[src/rtl/conv_b1_pointwise_pkg.sv]
// Shared widths, frame length and FSM encoding for the B1 pointwise convolution.
package conv_b1_pointwise_pkg;

  localparam int IN_W      = 8;
  localparam int W_W       = 7;
  localparam int OUT_W     = 8;
  localparam int SHIFT     = 6;
  localparam int FRAME_LEN = 1250;
  localparam int N_CH      = 8;
  localparam int PROD_W    = IN_W + W_W;

  typedef enum logic {
    WAIT_W = 1'b0,
    RUN    = 1'b1
  } state_t;

endpackage

[src/rtl/conv_b1_pointwise_if.sv]
// Weight, sample and result bundle of the B1 pointwise convolution.
// Handshake: a sample moves on a cycle with din_val && din_ready; din_ready
// never depends on din_val. dout_val is a one-cycle pulse per result with no
// backpressure, and new_weight_val is a one-cycle pulse qualifying w_00..w_70.
interface conv_b1_pointwise_if
  import conv_b1_pointwise_pkg::*;
#(
  parameter int P_IN_W  = IN_W,
  parameter int P_W_W   = W_W,
  parameter int P_OUT_W = OUT_W
);

  logic signed [P_W_W-1:0]  w_00, w_10, w_20, w_30, w_40, w_50, w_60, w_70;
  logic                     new_weight_val;
  logic signed [P_IN_W-1:0] din;
  logic                     din_val;
  logic                     din_ready;
  logic [8*P_OUT_W-1:0]     dout;
  logic                     dout_val;
  logic                     dout_last;

  modport master (
    output w_00, w_10, w_20, w_30, w_40, w_50, w_60, w_70,
    output new_weight_val, din, din_val,
    input  din_ready, dout, dout_val, dout_last
  );

  modport slave (
    input  w_00, w_10, w_20, w_30, w_40, w_50, w_60, w_70,
    input  new_weight_val, din, din_val,
    output din_ready, dout, dout_val, dout_last
  );

endinterface

[src/rtl/conv_b1_pointwise_requant_relu_sat.sv]
// Round-half-up arithmetic shift of one product, then ReLU and clamp to the
// largest positive OW-bit signed value.
module requant_relu_sat #(
  parameter int PW    = 15,
  parameter int SHIFT = 6,
  parameter int OW    = 8
) (
  input  logic signed [PW-1:0] p,
  output logic [OW-1:0]        q
);

  // One extra bit so adding the rounding constant can never wrap.
  localparam logic signed [PW:0] RND  = (PW+1)'(1) <<< (SHIFT-1);
  localparam logic signed [PW:0] QMAX = (PW+1)'((1 << (OW-1)) - 1);

  logic signed [PW:0] sum;
  logic signed [PW:0] r;

  always_comb begin
    sum = $signed({p[PW-1], p}) + RND;
    r   = sum >>> SHIFT;
    if (r < 0) begin
      q = '0;
    end else if (r > QMAX) begin
      q = QMAX[OW-1:0];
    end else begin
      q = r[OW-1:0];
    end
  end

endmodule

[src/rtl/conv_b1_pointwise.sv]
// 1-in/8-out pointwise convolution over a framed ECG stream: weights switch
// only at frame boundaries, three-stage pipeline, frame-end tag on dout_last.
module conv_b1_pointwise
  import conv_b1_pointwise_pkg::*;
#(
  parameter int P_IN_W      = IN_W,
  parameter int P_W_W       = W_W,
  parameter int P_OUT_W     = OUT_W,
  parameter int P_SHIFT     = SHIFT,
  parameter int P_FRAME_LEN = FRAME_LEN
) (
  input  logic                 clk,
  input  logic                 rst_n,
  conv_b1_pointwise_if.slave   bus,
  output state_t               state_dbg
);

  localparam int PW = P_IN_W + P_W_W;
  localparam int CW = $clog2(P_FRAME_LEN);
  localparam logic [CW-1:0] CNT_LAST = CW'(P_FRAME_LEN - 1);

  logic signed [P_W_W-1:0] w_in     [N_CH];
  logic signed [P_W_W-1:0] w_shadow [N_CH];
  logic signed [P_W_W-1:0] w_act    [N_CH];

  state_t        state, state_nxt;
  logic          pending, pending_nxt;
  logic          load_in, load_shadow;
  logic          din_ready_c;
  logic          transfer, boundary;
  logic [CW-1:0] cnt;

  logic signed [P_IN_W-1:0] x1;
  logic                     v1, last1;
  logic signed [PW-1:0]     prod [N_CH];
  logic                     v2, last2;
  logic [8*P_OUT_W-1:0]     q_vec;
  logic [8*P_OUT_W-1:0]     dout_r;
  logic                     dout_val_r, dout_last_r;

  assign w_in[0] = bus.w_00;
  assign w_in[1] = bus.w_10;
  assign w_in[2] = bus.w_20;
  assign w_in[3] = bus.w_30;
  assign w_in[4] = bus.w_40;
  assign w_in[5] = bus.w_50;
  assign w_in[6] = bus.w_60;
  assign w_in[7] = bus.w_70;

  assign transfer = bus.din_val && (state == RUN);
  assign boundary = transfer && (cnt == '0);

  always_ff @(posedge clk or negedge rst_n) begin
    if (!rst_n) state <= WAIT_W;
    else        state <= state_nxt;
  end

  always_comb begin
    state_nxt   = state;
    pending_nxt = pending;
    load_in     = 1'b0;
    load_shadow = 1'b0;
    din_ready_c = 1'b0;
    case (state)
      WAIT_W: begin
        if (bus.new_weight_val) begin
          load_in   = 1'b1;
          state_nxt = RUN;
        end
      end
      RUN: begin
        din_ready_c = 1'b1;
        // A pulse landing on the boundary sample wins over an older pending set.
        if (boundary && bus.new_weight_val) begin
          load_in     = 1'b1;
          pending_nxt = 1'b0;
        end else if (boundary && pending) begin
          load_shadow = 1'b1;
          pending_nxt = 1'b0;
        end else if (bus.new_weight_val) begin
          pending_nxt = 1'b1;
        end
      end
    endcase
  end

  always_ff @(posedge clk or negedge rst_n) begin
    if (!rst_n) begin
      pending <= 1'b0;
      cnt     <= '0;
      for (int k = 0; k < N_CH; k++) begin
        w_shadow[k] <= '0;
        w_act[k]    <= '0;
      end
    end else begin
      pending <= pending_nxt;
      if (transfer) cnt <= (cnt == CNT_LAST) ? '0 : cnt + 1'b1;
      for (int k = 0; k < N_CH; k++) begin
        if (bus.new_weight_val) w_shadow[k] <= w_in[k];
        if (load_in)            w_act[k]    <= w_in[k];
        else if (load_shadow)   w_act[k]    <= w_shadow[k];
      end
    end
  end

  // S1 sample register, S2 products against the weights now active.
  always_ff @(posedge clk or negedge rst_n) begin
    if (!rst_n) begin
      x1    <= '0;
      v1    <= 1'b0;
      last1 <= 1'b0;
      v2    <= 1'b0;
      last2 <= 1'b0;
      for (int k = 0; k < N_CH; k++) prod[k] <= '0;
    end else begin
      v1 <= transfer;
      if (transfer) begin
        x1    <= bus.din;
        last1 <= (cnt == CNT_LAST);
      end
      v2    <= v1;
      last2 <= last1;
      for (int k = 0; k < N_CH; k++) prod[k] <= PW'(x1) * PW'(w_act[k]);
    end
  end

  for (genvar k = 0; k < N_CH; k++) begin : g_ch
    requant_relu_sat #(
      .PW   (PW),
      .SHIFT(P_SHIFT),
      .OW   (P_OUT_W)
    ) u_rq (
      .p(prod[k]),
      .q(q_vec[k*P_OUT_W +: P_OUT_W])
    );
  end

  always_ff @(posedge clk or negedge rst_n) begin
    if (!rst_n) begin
      dout_r      <= '0;
      dout_val_r  <= 1'b0;
      dout_last_r <= 1'b0;
    end else begin
      dout_val_r  <= v2;
      dout_last_r <= v2 && last2;
      if (v2) dout_r <= q_vec;
    end
  end

  assign bus.din_ready = din_ready_c;
  assign bus.dout      = dout_r;
  assign bus.dout_val  = dout_val_r;
  assign bus.dout_last = dout_last_r;
  assign state_dbg     = state;

endmodule

[src/flat_wrapper.sv]
// flat-port wrapper written by rule: the top's interface ports become plain ports
module conv_b1_pointwise_flat import conv_b1_pointwise_pkg::*;
#(
  parameter int P_IN_W      = IN_W,
  parameter int P_W_W       = W_W,
  parameter int P_OUT_W     = OUT_W,
  parameter int P_SHIFT     = SHIFT,
  parameter int P_FRAME_LEN = FRAME_LEN
)
  (clk, rst_n, state_dbg, bus_w_00, bus_w_10, bus_w_20, bus_w_30, bus_w_40, bus_w_50, bus_w_60, bus_w_70, bus_new_weight_val, bus_din, bus_din_val, bus_din_ready, bus_dout, bus_dout_val, bus_dout_last);
  conv_b1_pointwise_if #(.P_IN_W(P_IN_W), .P_W_W(P_W_W), .P_OUT_W(P_OUT_W)) bus_i ();
  input  logic clk;
  input  logic rst_n;
  output state_t state_dbg;
  input wire logic [$bits(bus_i.w_00)-1:0] bus_w_00;
  input wire logic [$bits(bus_i.w_10)-1:0] bus_w_10;
  input wire logic [$bits(bus_i.w_20)-1:0] bus_w_20;
  input wire logic [$bits(bus_i.w_30)-1:0] bus_w_30;
  input wire logic [$bits(bus_i.w_40)-1:0] bus_w_40;
  input wire logic [$bits(bus_i.w_50)-1:0] bus_w_50;
  input wire logic [$bits(bus_i.w_60)-1:0] bus_w_60;
  input wire logic [$bits(bus_i.w_70)-1:0] bus_w_70;
  input wire logic [$bits(bus_i.new_weight_val)-1:0] bus_new_weight_val;
  input wire logic [$bits(bus_i.din)-1:0] bus_din;
  input wire logic [$bits(bus_i.din_val)-1:0] bus_din_val;
  output wire logic [$bits(bus_i.din_ready)-1:0] bus_din_ready;
  output wire logic [$bits(bus_i.dout)-1:0] bus_dout;
  output wire logic [$bits(bus_i.dout_val)-1:0] bus_dout_val;
  output wire logic [$bits(bus_i.dout_last)-1:0] bus_dout_last;
  assign bus_i.w_00 = bus_w_00;
  assign bus_i.w_10 = bus_w_10;
  assign bus_i.w_20 = bus_w_20;
  assign bus_i.w_30 = bus_w_30;
  assign bus_i.w_40 = bus_w_40;
  assign bus_i.w_50 = bus_w_50;
  assign bus_i.w_60 = bus_w_60;
  assign bus_i.w_70 = bus_w_70;
  assign bus_i.new_weight_val = bus_new_weight_val;
  assign bus_i.din = bus_din;
  assign bus_i.din_val = bus_din_val;
  assign bus_din_ready = bus_i.din_ready;
  assign bus_dout = bus_i.dout;
  assign bus_dout_val = bus_i.dout_val;
  assign bus_dout_last = bus_i.dout_last;
  conv_b1_pointwise #(.P_IN_W(P_IN_W), .P_W_W(P_W_W), .P_OUT_W(P_OUT_W), .P_SHIFT(P_SHIFT), .P_FRAME_LEN(P_FRAME_LEN)) u_core (.clk(clk), .rst_n(rst_n), .bus(bus_i), .state_dbg(state_dbg));
endmodule
[config.mk]
export PLATFORM = sky130hd
export DESIGN_NAME = conv_b1_pointwise_flat
export DESIGN_NICKNAME = d
export VERILOG_FILES = /design/src/rtl/conv_b1_pointwise_pkg.sv /design/src/rtl/conv_b1_pointwise_if.sv /design/src/rtl/conv_b1_pointwise_requant_relu_sat.sv /design/src/rtl/conv_b1_pointwise.sv /design/src/flat_wrapper.sv
export SDC_FILE = /design/constraint.sdc
export NUM_CORES = 2
export LEC_CHECK = 0
export BUFFER_PORTS_ARGS = -buffer_cell sky130_fd_sc_hd__clkbuf_2
export CORE_AREA = 2 2 410 249
export DETAILED_ROUTE_END_ITERATION = 8
export DIE_AREA = 0 0 412 251
export SETUP_SLACK_MARGIN = 0.2
export SKIP_LAST_GASP = 1
export SYNTH_ARGS = -nofsm -noshare
export SYNTH_HDL_FRONTEND = slang
export SYNTH_SLANG_ARGS = --single-unit
[constraint.sdc]
create_clock -name clk -period 6.8 [get_ports clk]
set_input_delay 0.34 -clock clk [delete_from_list [all_inputs] [get_ports clk]]
set_output_delay 0.34 -clock clk [all_outputs]
set_load 0.02 [all_outputs]
==> results.txt <==
Outcome - finished, final reports clean
Library cells used by synthesis - 57
Top_reg_cell synth - dfrtp_1
Reg-to-reg slack, setup - 1.53 ns
Setup bufs post-CTS - 0
Setup TNS - 0 ns
Vias per std cell - 4.29
Clock-pin slew on the worst setup and hold paths - 0.08 ns
Inst Count DP - 4291
Fin crit period - 5.27 ns
RD Place Congestion - 0.819
Clk_lat worst skew - 0.58 ns
Die ar. - 0.103 sq mm
First-pass detailed-route iteration total - 5
Setup-failing EPs final - 0
WL/cell - 13.7 um
Final nets - 3660
IO Pins - 136
DRC violations left - 0
Ranking of synthesized cells by area - dfrtp_1, fa_1, ha_1, inv_1, and2_1
Asr flop ratio synth - 1.00
Largest net degree at the start of global routing - 114
Most frequent cells after synthesis - inv_1, fa_1, dfrtp_1
Period utilization - 0.775
Antenna Nets Post-Route - 0
Row count - 90
Vias in the first global route - 19900
Post-synthesis register bit count - 283
Hold Path Depth - 2
Seq/Total Area, Yosys - 0.255
Hold Path Class - in -> reg
Synthesized instance count - 2883
Floorplan core area - 0.0998 sq mm
Worst slew pin tran - 0.876 ns
Port Buffers - 135
Hold violation count in the final report - 0
CTS Root Cell - clkbuf_16
RSZ-0062 raised after global routing - false
TritonCTS clock tree - yes
Placed cell area - 0.0299 sq mm
Clock Skew - 0.0343 ns
CTS H-Tree Depth - 2
Critical Path End Type - register
Crit start category - register
Max-cap viol count - 0
Clk buf depth - 3
Layout cells sized above 1 - 0.109
Gr usage total - 0.123
Overflow after GRT - 0
Worst path arrival time - 5.75 ns
Initial Util - 0.278
Synthesized area per cell - 9.62 sq um
R2r endpoint - u_core.prod[28]$_DFF_PN0_
Number of flops mapped to enable cells by yosys - 0
Slew Viols, Final - 0
Reg2Reg Depth - 15
Highest Clock Rate - 0.190 GHz
Post-CTS sizing - 0
Initial antenna violation count - 0
Critical Path Source - u_core.x1[4]$_DFFE_PN0P_
Library cell with the highest instance count after synthesis - inv_1
Hpwl dp - 47100 um
CTS buffer count - 35
Die W - 412 um
Iter 0 DRT Violations - 833
Die Y - 251 um
Syn-to-layout area delta - 13.0%
Top cell type's share of synthesized area - 0.255
Non-Filler Instances - 4384
Cell area after synthesis - 0.0277 sq mm
WL final - 60100 um
Crit Path Class - reg -> reg
Net Count, Synth - 3522
Reg2reg start - u_core.x1[4]$_DFFE_PN0P_
Via count - 18800
Worst Setup EP - u_core.prod[28]$_DFF_PN0_
Final Instance Area - 0.0314 sq mm
Critical path peak fanout - 38
CTS sink count - 283
Synth area leader - dfrtp_1
Worst slew margin - 0.414
Synthesis Warnings - 0
Global-route wire length before repair - 103000 um
Worst Path Required - 7.28 ns
layout make-up:
cell class,instances,area (sq um)
Clock buffer,40,935
Timing Repair Buffer,180,1110
Inverter,679,2550
Multi-Input combinational cell,1842,17800
Sequential cell,283,7090
Antenna cell,2,5.00
Clock inverter,24,231
Tap cell,1334,1670
Fill cell,10500,68400
worst max-delay path, stage by stage (launching register included):
cell and delay, ns:
dfrtp_2 0.90, buf_4 0.34, nand2_1 0.10, fa_1 0.45, fa_1 0.50, inv_1 0.06, fa_1 0.53, inv_1 0.05
fa_1 0.47, inv_1 0.04, ha_1 0.31, and3_1 0.18, a221oi_1 0.59, o21ai_0 0.27, a21oi_1 0.22, xnor2_1 0.13
what timing repair did:
action	in CTS	in global routing
endpoints found under the setup margin	0	0
hold buffers	27	0
endpoints found under the hold margin	137	0
sequential cells by signal, summed over array words and instances, names as in the netlist:
register,cells
u_core.prod,80
u_core.bus.dout,64
u_core.w_act,56
u_core.w_shadow,56
u_core.cnt,11
u_core.x1,8
u_core.bus.dout_last,1
u_core.bus.dout_val,1
u_core.last1,1
u_core.last2,1
u_core.pending,1
u_core.state_dbg,1
u_core.v1,1
u_core.v2,1
metal layers:
metal | vias up | global-route usage | share of wire
met4 | 0 | 0.0249 | 0.017
li1 | 9131 | - | -
met2 | 245 | 0.199 | 0.45
met1 | 9377 | 0.169 | 0.48
met5 | - | 0 | 0
met3 | 54 | 0.0244 | 0.044
per-stage QoR:
stage | util | hold slack [ns] | setup WS, ns
floorplan | - | 0.0444 | 1.87
global placement | 0.300 | 0.337 | 1.67
detailed placement | 0.300 | 0.340 | 1.60
CTS | 0.314 | 0.000886 | 1.54
global route | 0.314 | 0.0100 | 1.15
finish | 0.314 | 0.0313 | 1.53
cell families (layout without fill, tap and decap cells):
logic type | Yosys count | in the layout | synth area share
mux | 104 | 104 | 0.0422
fa+ha+maj | 571 | 571 | 0.351
xor+xnor | 170 | 170 | 0.0537
compound gates | 224 | 224 | 0.0532
flops | 283 | 283 | 0.255
other cells | 0 | 2 | 0
buf+inv | 758 | 923 | 0.104
simple gates | 773 | 773 | 0.141
cell usage in the layout (no fill, tap or decap), types with 5 or more instances in the layout:
master and count:
nand2b_1 12, clkinv_1 8, nand4_1 24, clkbuf_16 35, a211oi_1 15, o21ai_0 36, inv_6 7, o32ai_1 5
clkinvlp_4 7, nor2_1 155, xor2_1 52, nand2_1 193, a21o_1 17, nor2b_1 18, and2_1 247, a21oi_1 42
mux2_2 101, ha_1 227, o22ai_1 44, o221ai_1 9, o21a_1 10, dfrtp_2 7, clkbuf_2 133, a21boi_0 5
o21bai_1 15, dfrtp_1 275, and4_1 10, fa_1 344, buf_4 18, and3_1 25, nand3_1 52, nor3_1 21
xnor2_1 118, inv_1 671, dlygate4sd3_1 27
worst min path at each step:
stage	to	slack [ns]	startpoint
global route	u_core.w_shadow[37]$_DFFE_PN0P_	0.01	bus_w_20[2]
CTS	u_core.w_shadow[23]$_DFFE_PN0P_	0.0009	bus_w_40[2]
finish	u_core.w_shadow[37]$_DFFE_PN0P_	0.03	bus_w_20[2]
global placement	u_core.v2$_DFF_PN0_	0.34	u_core.v1$_DFF_PN0_
detailed placement	u_core.v2$_DFF_PN0_	0.34	u_core.v1$_DFF_PN0_
floorplan	u_core.bus.dout[0]$_DFFE_PN0P_	0.04	rst_n
Power is left out: the tool's default activity adds up to more than one toggle a clock period on the data nets, which glitch-free logic cannot reach.
